## src/rtl/actor_token_receiver.sv

```systemverilog
// Sink end of the actor token port: buffers up to MAX_TOKENS tokens, counts and checksums them.
// Optional protocol checking (sticky err) is enabled by ACTOR_TOKEN_RECEIVER_PROTOCOL_CHECK_EN.
module actor_token_receiver #(
   parameter int unsigned DATA_WIDTH = 8,
   parameter int unsigned MAX_TOKENS = 5,
   parameter int unsigned ADDR_WIDTH = 3
) (
   input  logic                  CLK,
   input  logic                  RESET,
   input  logic [DATA_WIDTH-1:0] sink1_DATA,
   input  logic                  sink1_SEND,
   input  logic [15:0]           sink1_COUNT,
   output logic                  sink1_ACK,
   output logic                  sink1_RDY,
   input  logic                  clear,
   input  logic [ADDR_WIDTH-1:0] rd_addr,
   output logic [DATA_WIDTH-1:0] rd_data,
   output logic [15:0]           token_count,
   output logic [DATA_WIDTH-1:0] checksum,
   output logic                  done,
   output logic                  err
);

   localparam int unsigned Depth = 2 ** ADDR_WIDTH;

   typedef enum logic [1:0] {StIdle, StReady, StAck, StFull} state_e;

   state_e                state_q, state_d;
   logic [ADDR_WIDTH-1:0] wr_ptr_q, wr_ptr_d;
   logic [15:0]           count_q, count_d;
   logic [DATA_WIDTH-1:0] sum_q, sum_d;
   logic [DATA_WIDTH-1:0] rd_data_q;
   logic                  accept;
   logic [DATA_WIDTH-1:0] mem [Depth];

   always_ff @(posedge CLK) begin
      if (RESET) begin
         state_q  <= StIdle;
         wr_ptr_q <= '0;
         count_q  <= '0;
         sum_q    <= '0;
      end else begin
         state_q  <= state_d;
         wr_ptr_q <= wr_ptr_d;
         count_q  <= count_d;
         sum_q    <= sum_d;
      end
   end

   always_comb begin
      state_d  = state_q;
      wr_ptr_d = wr_ptr_q;
      count_d  = count_q;
      sum_d    = sum_q;
      accept   = 1'b0;
      unique case (state_q)
         StIdle:  state_d = StReady;
         StReady: begin
            if (sink1_SEND && !clear) begin
               accept   = 1'b1;
               wr_ptr_d = wr_ptr_q + ADDR_WIDTH'(1);
               count_d  = count_q + 16'd1;
               sum_d    = sum_q + sink1_DATA;
               state_d  = StAck;
            end
         end
         StAck:   state_d = (count_q == 16'(MAX_TOKENS)) ? StFull : StReady;
         StFull:  state_d = StFull;
      endcase
      // clear wins over a simultaneous SEND; the token is dropped
      if (clear && state_q != StIdle) begin
         state_d  = StReady;
         wr_ptr_d = '0;
         count_d  = '0;
         sum_d    = '0;
      end
   end

   // Buffer is intentionally not reset
   always_ff @(posedge CLK) begin
      if (accept && !RESET) begin
         mem[wr_ptr_q] <= sink1_DATA;
      end
   end

   // Read-before-write: a same-cycle write to rd_addr returns the old word
   always_ff @(posedge CLK) begin
      if (RESET) begin
         rd_data_q <= '0;
      end else if (32'(rd_addr) < MAX_TOKENS) begin
         rd_data_q <= mem[rd_addr];
      end else begin
         rd_data_q <= '0;
      end
   end

   assign sink1_RDY   = (state_q == StReady);
   assign sink1_ACK   = (state_q == StAck);
   assign done        = (state_q == StFull);
   assign token_count = count_q;
   assign checksum    = sum_q;
   assign rd_data     = rd_data_q;

`ifdef ACTOR_TOKEN_RECEIVER_PROTOCOL_CHECK_EN
   logic err_q;
   logic proto_err;

   assign proto_err = sink1_SEND &&
                      ((state_q == StReady && sink1_COUNT != 16'd1) ||
                       state_q == StAck || state_q == StFull);

   always_ff @(posedge CLK) begin
      if (RESET) begin
         err_q <= 1'b0;
      end else if (proto_err) begin
         err_q <= 1'b1;
      end
   end

   assign err = err_q;
`else
   logic unused_count;
   assign unused_count = ^sink1_COUNT;
   assign err          = 1'b0;
`endif

endmodule

```

## config.mk

```make
export PLATFORM = sky130hd
export DESIGN_NAME = actor_token_receiver
export DESIGN_NICKNAME = d
export VERILOG_FILES = /design/src/rtl/actor_token_receiver.sv
export SDC_FILE = /design/constraint.sdc
export NUM_CORES = 1
export LEC_CHECK = 0
export ABC_CLOCK_PERIOD_IN_PS = 2200
export CAP_MARGIN = 20
export CORE_MARGIN = 2
export CORE_UTILIZATION = 45
export DETAILED_ROUTE_END_ITERATION = 12
export PLACE_DENSITY = 0.7
export SYNTH_ARGS = -nofsm -noshare
export SYNTH_HDL_FRONTEND = slang
export SYNTH_SLANG_ARGS = --single-unit
```

## constraint.sdc

```tcl
create_clock -name CLK -period 2.2 [get_ports CLK]
set_clock_uncertainty 0.15 [all_clocks]
set_input_delay 0.44 -clock CLK [delete_from_list [all_inputs] [get_ports CLK]]
set_output_delay 0.44 -clock CLK [all_outputs]
set_load 0.02 [all_outputs]
```

==> results of run 1 <==
-- sequential cells by signal, indices dropped and copies added, names as in the netlist --
| register | cells |
|---|---|
| state_q | 2 |
| token_count | 16 |
| checksum | 8 |
| rd_data | 8 |
| mem | 40 |
| wr_ptr_q | 3 |
-- routing by layer --
layer	vias up	GRT usage	wire length [um]
li1	1135	-	-
met1	1101	0.2486	3126
met2	55	0.2848	3234
met3	10	0.05725	290
met4	0	0.06242	110
met5	-	0	0
-- worst max-delay path: stages (launching register included) --
cell and delay (ns):
dfxtp_2 0.34, ha_4 0.16, fa_2 0.38, a21o_1 0.17, o21ba_2 0.20, o21a_1 0.17
or4_1 0.40, o211ai_1 0.09
-- placed cells by master (no fill, tap or decap), types with 3 or more instances in the layout --
cell             instances
xor2_1                  12
nand3_1                  5
mux4_2                   8
ha_4                     4
buf_4                   31
dfxtp_2                  3
nand2_1                 22
xnor2_1                  7
dfxtp_1                 34
a21oi_1                 11
nand4_1                  6
nor2_1                  32
o21ai_0                  6
ha_1                     6
edfxtp_1                40
clkbuf_8                10
a211oi_1                 3
clkdlybuf4s50_1         45
inv_1                    3
o211ai_1                 3
a22oi_1                  8
nor3_1                   6
-- power by group through the flow --
stage	Combinational (uW)	Sequential (uW)	Clock [uW]
after global placement	251	1570	0
after floorplan	111	1590	0
after global routing	283	1540	1150
after detailed placement	253	1570	0
final	257	1540	1070
after CTS	256	1540	1100
-- final cells by class --
type	instances	area [um^2]
Timing Repair Buffer	82	754.5
Tap cell	99	123.9
Clock inverter	6	62.56
Inverter	4	15.01
Multi-Input combinational cell	173	1320
Fill cell	593	2778
Clock buffer	10	137.6
Sequential cell	77	1946
-- what timing repair did --
action	in CTS	in global routing
hold buffers	0	0
endpoints found under the setup margin	3	5
pin swaps	1	0
gates resized for setup	6	7
-- stage by stage --
stage / std cells / TNS (ns)
final: 451 / 0
after global routing: 451 / 0
after detailed placement: 435 / -3.863
after floorplan: 265 / 0
after global placement: 435 / -2.383
after CTS: 451 / 0
-- synth_stat cells, types with 2 or more instances --
cell      instances
xor2_1           12
edfxtp_1         40
nand3_1           5
or3_1             2
mux4_2            8
a22oi_1           8
inv_1             3
buf_4             2
and4_1            2
clkbuf_1          4
dfxtp_1          37
o21ai_0           6
a21o_1            2
ha_1             10
nor4_1            3
nand2_1          22
nor4b_1           2
nand4_1           6
o211ai_1          3
nor2b_1           2
and3_1            2
o21a_1            2
nand2b_1          2
a211oi_1          4
xnor2_1           7
a21oi_1          11
nor3_1            6
nor2_1           32
buf_2             4
-- path summary, 6_finish.rpt --
| check | end | slack, ns | cells after the start | from |
|---|---|---|---|---|
| setup / recovery | checksum[6] | 0.05 | 7 | checksum[0] |
| hold / removal | checksum[5] | 0.33 | 2 | checksum[5] |
| setup reg to reg | checksum[6] | 0.05 | 7 | checksum[0] |
| hold reg to reg | checksum[5] | 0.33 | 2 | checksum[5] |
-- cell families (layout without fill, tap and decap cells) --
| kind of cell | count (synthesis) | count (layout) | synth area share |
|---|---|---|---|
| flops | 77 | 77 | 0.5942 |
| xor+xnor | 19 | 19 | 0.05092 |
| mux | 10 | 10 | 0.06164 |
| other cells | 1 | 1 | 0.001147 |
| fa+ha+maj | 11 | 11 | 0.04441 |
| compound gates | 37 | 37 | 0.07274 |
| buf+inv | 15 | 102 | 0.02335 |
| simple gates | 95 | 95 | 0.1516 |
==> reports/summary.txt, run 1 <==
Critical path type: flip-flop to flip-flop
Post-synth cell types: 45
Syn Inst Count: 265
Io pins: 67
Post-DRT Antenna Nets: 0
Die height: 89.22 um
Clock power frac: 0.372
Per-cell routed wire length: 14.99 um
DRC viols: 0
Sink Count: 77
First-pass GRT wire length: 10900 um
Internal power: 2209 uW
GRT overflow: 0
Area Growth Syn to Fin: 33.38%
Nets@finish: 389
PD cells: 656.8 mW/mm^2
Min Tclk post-route: 2.147 ns
Syn_nets: 307
Clk_lat worst skew: 0.35 ns
EDFF count, synth: 40
Max Slew Vio Count: 0
Via Count: 2301
Synth area leaders: edfxtp_1, dfxtp_1, mux4_2
Share of the synthesized area in the top cell type: 0.3675
Max_cap viols: 0
Final hold violations: 0
Dominant synthesized flop cell: edfxtp_1
Port buffer count: 49
WP data required: 2.32 ns
Routed Wire Length: 6762 um
Min-delay worst type: flip-flop to flip-flop
Clock Path Buffers: 2
Seq/Total Area, Yosys: 0.5942
Crit path setup slack, layout: 0.05338 ns
Initial core utilization: 0.4579
Total chip power: 2863 uW
Site row count: 31
CTS Buf Count: 9
Synth Warn #: 0
RSZ-0062 raised after global routing: no
Die Wd: 89.22 um
Initial DRC Count: 70
Placed cell areas: 0.004109 mm^2
Clk slew on worst S/H paths: 0.08 ns
Worst path arrival time: 2.27 ns
Net Sw Frac: 0.2285
Leak: 0.001540 uW
CP Launch Type: flip-flop
Net Switching: 654.3 uW
Finished Core Util: 0.6108
FFs w/ async S/R, synth: 0
Routed vias/inst: 5.102
Gate power share: 0.090
Avg Synthesized Cell Area: 12.33 um^2
Flop pwr share: 0.538
Core area: 0.007137 mm^2
Layout cells sized above 1: 0.2045
Setup crit end kind: flip-flop
Area leader, netlist: edfxtp_1
DP Wirelength: 4772 um
#FFs+latches synth: 77
RePlAce Congestion: 0.8067
Antenna fix cells: 0
WHS: 0.3317 ns
TritonRoute pass-1 iters: 4
Initial antenna violation count: 0
Post-CTS Repair Setup Buffers: 0
Highest clock rate: 465.8 MHz
Peak supply drop: 0.2770 mV
CTS root buf: clkbuf_8
CTS tree: yes
GRT Overall Usage: 0.1844
Largest net degree at the start of global routing: 18
Post-Place Worst Slack: -0.5570 ns
Mapped Area: 0.003268 mm^2
Final setup violation count: 0
Least-Margin Pin Slew: 0.9466 ns
Slew Limit Headroom: 0.3641
Status: finished clean
Vias in the first global route: 2250
CP Max Fanout: 3
Final instance area: 0.004359 mm^2
Final period utilization: 0.9757
Die ar.: 0.007960 mm^2
H-tree levels: 3
(Power assumes the default switching activity.)
==> run 2, diff against run 1 <==
Settings changed: CELL_PAD_IN_SITES_DETAIL_PLACEMENT set to 1, CELL_PAD_IN_SITES_GLOBAL_PLACEMENT set to 2, CORE_UTILIZATION 45 to 30, PLACE_DENSITY 0.7 to 0.71.
==> run 2 against run 1 <==
  * Global-route usage fell by 4.5 points
  * Combinational power rose by 2%
  * Critical endpoint unchanged
  * Clock power barely moved
  * Largest power group unchanged
  * Worst hold slack got worse by 0.029 ns
==> reports/summary.txt, run 2 (synthesized netlist as in run 1, its figures left out) <==
Status: finished clean
Sink Count: 77 (unchanged)
GRT overflow: 0 (unchanged)
Antenna fix cells: 0 (unchanged)
Placed cell areas: 0.004178 mm^2 (+1.7%)
RePlAce Congestion: 0.7602 (-5.8%)
Final setup violation count: 0 (unchanged)
Highest clock rate: 463.3 MHz (-0.54%)
Leak: 0.001553 uW (+0.89%)
GRT Overall Usage: 0.1391 (-0.04531)
Commonest non-fill, non-tap cell in the layout: clkdlybuf4s50_1
First-pass GRT wire length: 12190 um (+12%)
Port buffer count: 49 (unchanged)
CTS tree: yes
Max Slew Vio Count: 0 (unchanged)
Internal power: 2192 uW (-0.77%)
CP Launch Type: primary input
Largest net degree at the start of global routing: 24 (+6)
Max FFs per register: 40 (unchanged)
Final period utilization: 0.9810 (+0.005269)
Site row count: 38 (+23%)
CTS Buf Count: 9 (unchanged)
Core area: 0.01075 mm^2 (+51%)
Clock Path Buffers: 2 (unchanged)
CP Max Fanout: 6 (+3)
Min-delay src: sink1_DATA[0]
Critical path type: primary input to flip-flop
DP Wirelength: 5503 um (+15%)
Clk_lat worst skew: 0.35 ns (about the same)
Final Non-Filler Cells: 492 (+9.1%)
Gate power share: 0.092 (+0.002)
Total placed cells including tap cells: 475 (+9.2%)
DRC viols: 0 (unchanged)
Net Sw Frac: 0.2385 (+0.009957)
Flop pwr share: 0.535 (-0.003)
Routed Wire Length: 7693 um (+14%)
CTS root buf: clkbuf_8
Nets@finish: 390 (+0.26%)
Die Wd: 108.4 um (+21%)
Most frequent cells in the layout: clkdlybuf4s50_1, edfxtp_1, dfxtp_1
Per-cell routed wire length: 15.64 um (+4.3%)
Crit path setup slack, layout: 0.04179 ns (-0.01159 ns)
Area Growth Syn to Fin: 35.38%
Max_cap viols: 0 (unchanged)
H-tree levels: 3 (unchanged)
Routed vias/inst: 4.768 (-6.5%)
Worst path arrival time: 2.28 ns (about the same)
Post-DRT Antenna Nets: 0 (unchanged)
RR Startpoint: checksum[0]
Die ar.: 0.01175 mm^2 (+48%)
Initial DRC Count: 59 (-16%)
Min-delay worst type: primary input to flip-flop
Initial antenna violation count: 0 (unchanged)
Critical Path Start: sink1_DATA[1]
Final instance area: 0.004424 mm^2 (+1.5%)
Biggest register: mem
Setup tns final: 0 ns (unchanged)
Clock power frac: 0.373 (about the same)
Initial core utilization: 0.3041 (-0.1538)
Io pins: 67 (unchanged)
WP data required: 2.33 ns (about the same)
Via Count: 2346 (+2.0%)
Net Switching: 686.4 uW (+4.9%)
RSZ-0062 raised after global routing: yes
Min Tclk post-route: 2.158 ns (+0.01159 ns)
Layout cells sized above 1: 0.2102 (+0.005682)
Final hold violations: 0 (unchanged)
PD cells: 650.6 mW/mm^2 (-0.95%)
Post-Place Worst Slack: -0.5958 ns (-0.03881 ns)
Clk slew on worst S/H paths: 0.08 ns (about the same)
TritonRoute pass-1 iters: 4 (unchanged)
Die height: 108.4 um (+21%)
Setup crit end kind: flip-flop
Vias in the first global route: 2398 (+6.6%)
Peak supply drop: 0.3951 mV (+43%)
-- run 2: cell types whose count changed in the layout (fill, tap and decap cells not counted), sizes merged --
cell           change
dlymetal6s2s       -1
clkinvlp           -2
dlygate4sd2        +1
buf                +1
clkdlybuf4s15      -1
clkinv             -1
inv                +3
-- run 2: final cells by class --
type                       count  area, um^2
clock inverter                 6       71.32
multi-input combinational    173        1315
fill                        1208        6321
timing repair buffer          83       778.2
inverter                       4       15.01
sequential                    77        1946
clock buffer                   9       123.9
tap                          140       175.2
-- run 2: metal layers --
layer,up-vias,part of all wire,track usage
met2,54,0.49,0.2350
met5,-,0,0
li1,1130,-,-
met3,10,0.044,0.03255
met4,0,0.012,0.05220
met1,1152,0.45,0.1732
-- run 2: critical path: stages --
cell and delay (ns):
dlygate4sd2_1 0.26, buf_6 0.14, fa_2 0.38, a21o_1 0.20, o21ba_2 0.20, o21a_1 0.17, or4_1 0.40, o211ai_1 0.09
-- run 2: worst paths after layout --
kind | to | slack, ns | cells past startpoint
worst max-delay path | checksum[6] | 0.04 | 8
worst min-delay path | mem[2][0] | 0.30 | 2
worst max register to register | checksum[6] | 0.06 | 7
worst min register to register | checksum[3] | 0.34 | 2
-- run 2: timing repair --
item / in CTS / in global routing
hold buffers: 0 / 0
pin swaps: 4 / 3
resized for setup: 10 / 5
setup buffers: 0 / 2
endpoints found under the hold margin: 0 / 0
endpoints found under the setup margin: 4 / 4
-- run 2: metrics by stage --
stage          hold WS (ns)  utilization  total power (uW)
3_5_place_dp         0.3292       0.3888              1836
2_1_floorplan        0.3086            -              1697
6_report             0.3024       0.4117              2878
5_1_grt              0.3060       0.4117              2988
3_3_place_gp         0.3234       0.3888              1832
4_1_cts              0.3470       0.4091              2920
-- run 2: power groups by stage --
stage | clock [uW] | combinational, uW | sequential, uW
finish | 1070 | 263 | 1540
global route | 1160 | 290 | 1540
global placement | 0 | 259 | 1570
CTS | 1110 | 266 | 1540
floorplan | 0 | 111 | 1590
detailed placement | 0 | 263 | 1570
==> run 3, diff against run 2 <==
Settings changed: MAX_ROUTING_LAYER set to met4.
==> run 3 against run 2 <==
  * Clock-buffer cell count stayed put
  * First-iteration DRC count is 6.8% higher
  * Core utilization stayed put
  * Non-clock buffer count stayed put
  * Design area stayed put
  * Routed wire length hardly changed
  * Via count is 0.38% lower
  * Worst setup slack worse by 0.0019 ns
  * Critical path type unchanged
  * Highest routed layer unchanged
==> reports/summary.txt, run 3 (synthesized netlist as in run 1, its figures left out) <==
Status: finished clean
RSZ-0062 raised after global routing: yes
Routed vias/inst: 4.750 (-0.38%)
Die height: 108.4 um (unchanged)
Setup slack, reg-to-reg: 0.06 ns (about the same)
Site row count: 38 (unchanged)
Critical Path Start: sink1_DATA[1]
Port buffer count: 49 (unchanged)
Core area: 0.01075 mm^2 (unchanged)
Die ar.: 0.01175 mm^2 (unchanged)
Largest net degree at the start of global routing: 24 (unchanged)
Highest clock rate: 462.9 MHz (about the same)
GRT overflow: 0 (unchanged)
Worst path arrival time: 2.28 ns (about the same)
Vias in the first global route: 2398 (unchanged)
Max_cap viols: 0 (unchanged)
Sink Count: 77 (unchanged)
Reg2reg path depth: 7 (unchanged)
Fillers: 1208 (unchanged)
PD cells: 650.4 mW/mm^2 (about the same)
Slowest stage delay, CP: 0.40 ns (about the same)
Nets@finish: 390 (unchanged)
Biggest register: mem
Final Non-Filler Cells: 492 (unchanged)
Total placed cells including tap cells: 475 (unchanged)
Min Tclk post-route: 2.160 ns (+0.001898 ns)
TritonRoute pass-1 iters: 4 (unchanged)
Max Slew Vio Count: 0 (unchanged)
H-tree levels: 3 (unchanged)
CTS tree: yes
Clock Path Buffers: 2 (unchanged)
Final period utilization: 0.9819 (about the same)
CP max stage cell: or4_1
Crit path to: checksum[6]
Area Growth Syn to Fin: 35.38% (unchanged)
Min-delay worst type: primary input to flip-flop
Final setup violation count: 0 (unchanged)
Peak supply drop: 0.3928 mV (-0.60%)
Via Count: 2337 (-0.38%)
Finished Core Util: 0.4117 (unchanged)
Max FFs per register: 40 (unchanged)
DP Wirelength: 5503 um (unchanged)
Leak: 0.001553 uW (unchanged)
Area occupied by multi-input gates: 0.001315 mm^2 (unchanged)
Hold-fix buffers, CTS: 0 (unchanged)
RR Endpoint: checksum[6]
Crit-path cells: dlygate4sd2_1, buf_6, fa_2, a21o_1, o21ba_2, o21a_1, or4_1, o211ai_1
Initial antenna violation count: 0 (unchanged)
Antenna fix cells: 0 (unchanged)
CTS root buf: clkbuf_8
CP Launch Type: primary input
Most frequent cells in the layout: clkdlybuf4s50_1, edfxtp_1, dfxtp_1
GRT Overall Usage: 0.1432 (+0.004098)
Reg area: 0.001946 mm^2 (unchanged)
Initial DRC Count: 63 (+6.8%)
Initial core utilization: 0.3041 (unchanged)
Routed Wire Length: 7698 um (about the same)
Critical path type: primary input to flip-flop
Commonest non-fill, non-tap cell in the layout: clkdlybuf4s50_1
RePlAce Congestion: 0.7702 (+1.3%)
Clk_lat worst skew: 0.35 ns (about the same)
CTS Buf Count: 9 (unchanged)
Final hold violations: 0 (unchanged)
Post-DRT Antenna Nets: 0 (unchanged)
Io pins: 67 (unchanged)
DRC viols: 0 (unchanged)
Total chip power: 2878 uW (about the same)
WP data required: 2.32 ns (about the same)
Clk slew on worst S/H paths: 0.08 ns (about the same)
WHS: 0.3015 ns (-0.0008930 ns)
First-pass GRT wire length: 12170 um (-0.17%)
Per-cell routed wire length: 15.65 um (about the same)
Layout cells sized above 1: 0.2102 (unchanged)
Setup crit end kind: flip-flop
Die Wd: 108.4 um (unchanged)
CP Max Fanout: 6 (unchanged)
RR Startpoint: checksum[0]
run 3: cell counts in the layout (fill, tap and decap cells not counted):
No cell type changed its count.
run 3: repair_timing:
item / CTS / global route
buffers inserted: 0 / 2
cloned: 0 / 0
pin swaps: 4 / 3
resized for setup: 10 / 5
setup endpoints to repair: 4 / 4
run 3: cell type report:
class / count / share of cell area
Multi-Input combinational cell: 173 / 0.2972
Tap cell: 140 / 0.03959
Inverter: 4 / 0.003394
Clock inverter: 6 / 0.01612
Timing Repair Buffer: 83 / 0.1759
Sequential cell: 77 / 0.4398
Clock buffer: 9 / 0.02800
run 3: metrics by stage:
stage	setup TNS (ns)	cell area, um^2	setup WS, ns
after floorplan	0	3296	0.01250
after global placement	-3.511	4178	-0.5369
after detailed placement	-4.345	4178	-0.5958
after CTS	0	4395	0.005677
after global routing	-0.01208	4424	-0.01208
final	0	4424	0.03989
run 3: power by group:
group / switching [uW] / total (uW) / internal [uW]
clock: 542 / 1070 / 532
combinational: 129 / 264 / 135
sequential: 14.8 / 1540 / 1530
run 3: worst max-delay path, delay by kind of cell:
family	cells	cell delay, ns
simple gates	1	0.40
fa+ha+maj	1	0.38
compound gates	4	0.66
buf+inv	2	0.40
run 3: metal layers:
layer,share of wire,track usage
met1,0.46,0.1751
met2,0.49,0.2350
met3,0.034,0.02954
met4,0.013,0.05220
met5,0,-
run 3: worst min-delay path by stage:
| stage | depth (start not counted) | from | endpoint | slack [ns] |
|---|---|---|---|---|
| global placement | 2 | checksum[3] | checksum[3] | 0.32 |
| CTS | 2 | checksum[3] | checksum[3] | 0.35 |
| floorplan | 2 | mem[4][4] | rd_data[4] | 0.31 |
| finish | 2 | sink1_DATA[0] | mem[2][0] | 0.30 |
| global route | 2 | sink1_DATA[0] | mem[0][0] | 0.31 |
| detailed placement | 2 | checksum[4] | checksum[4] | 0.33 |
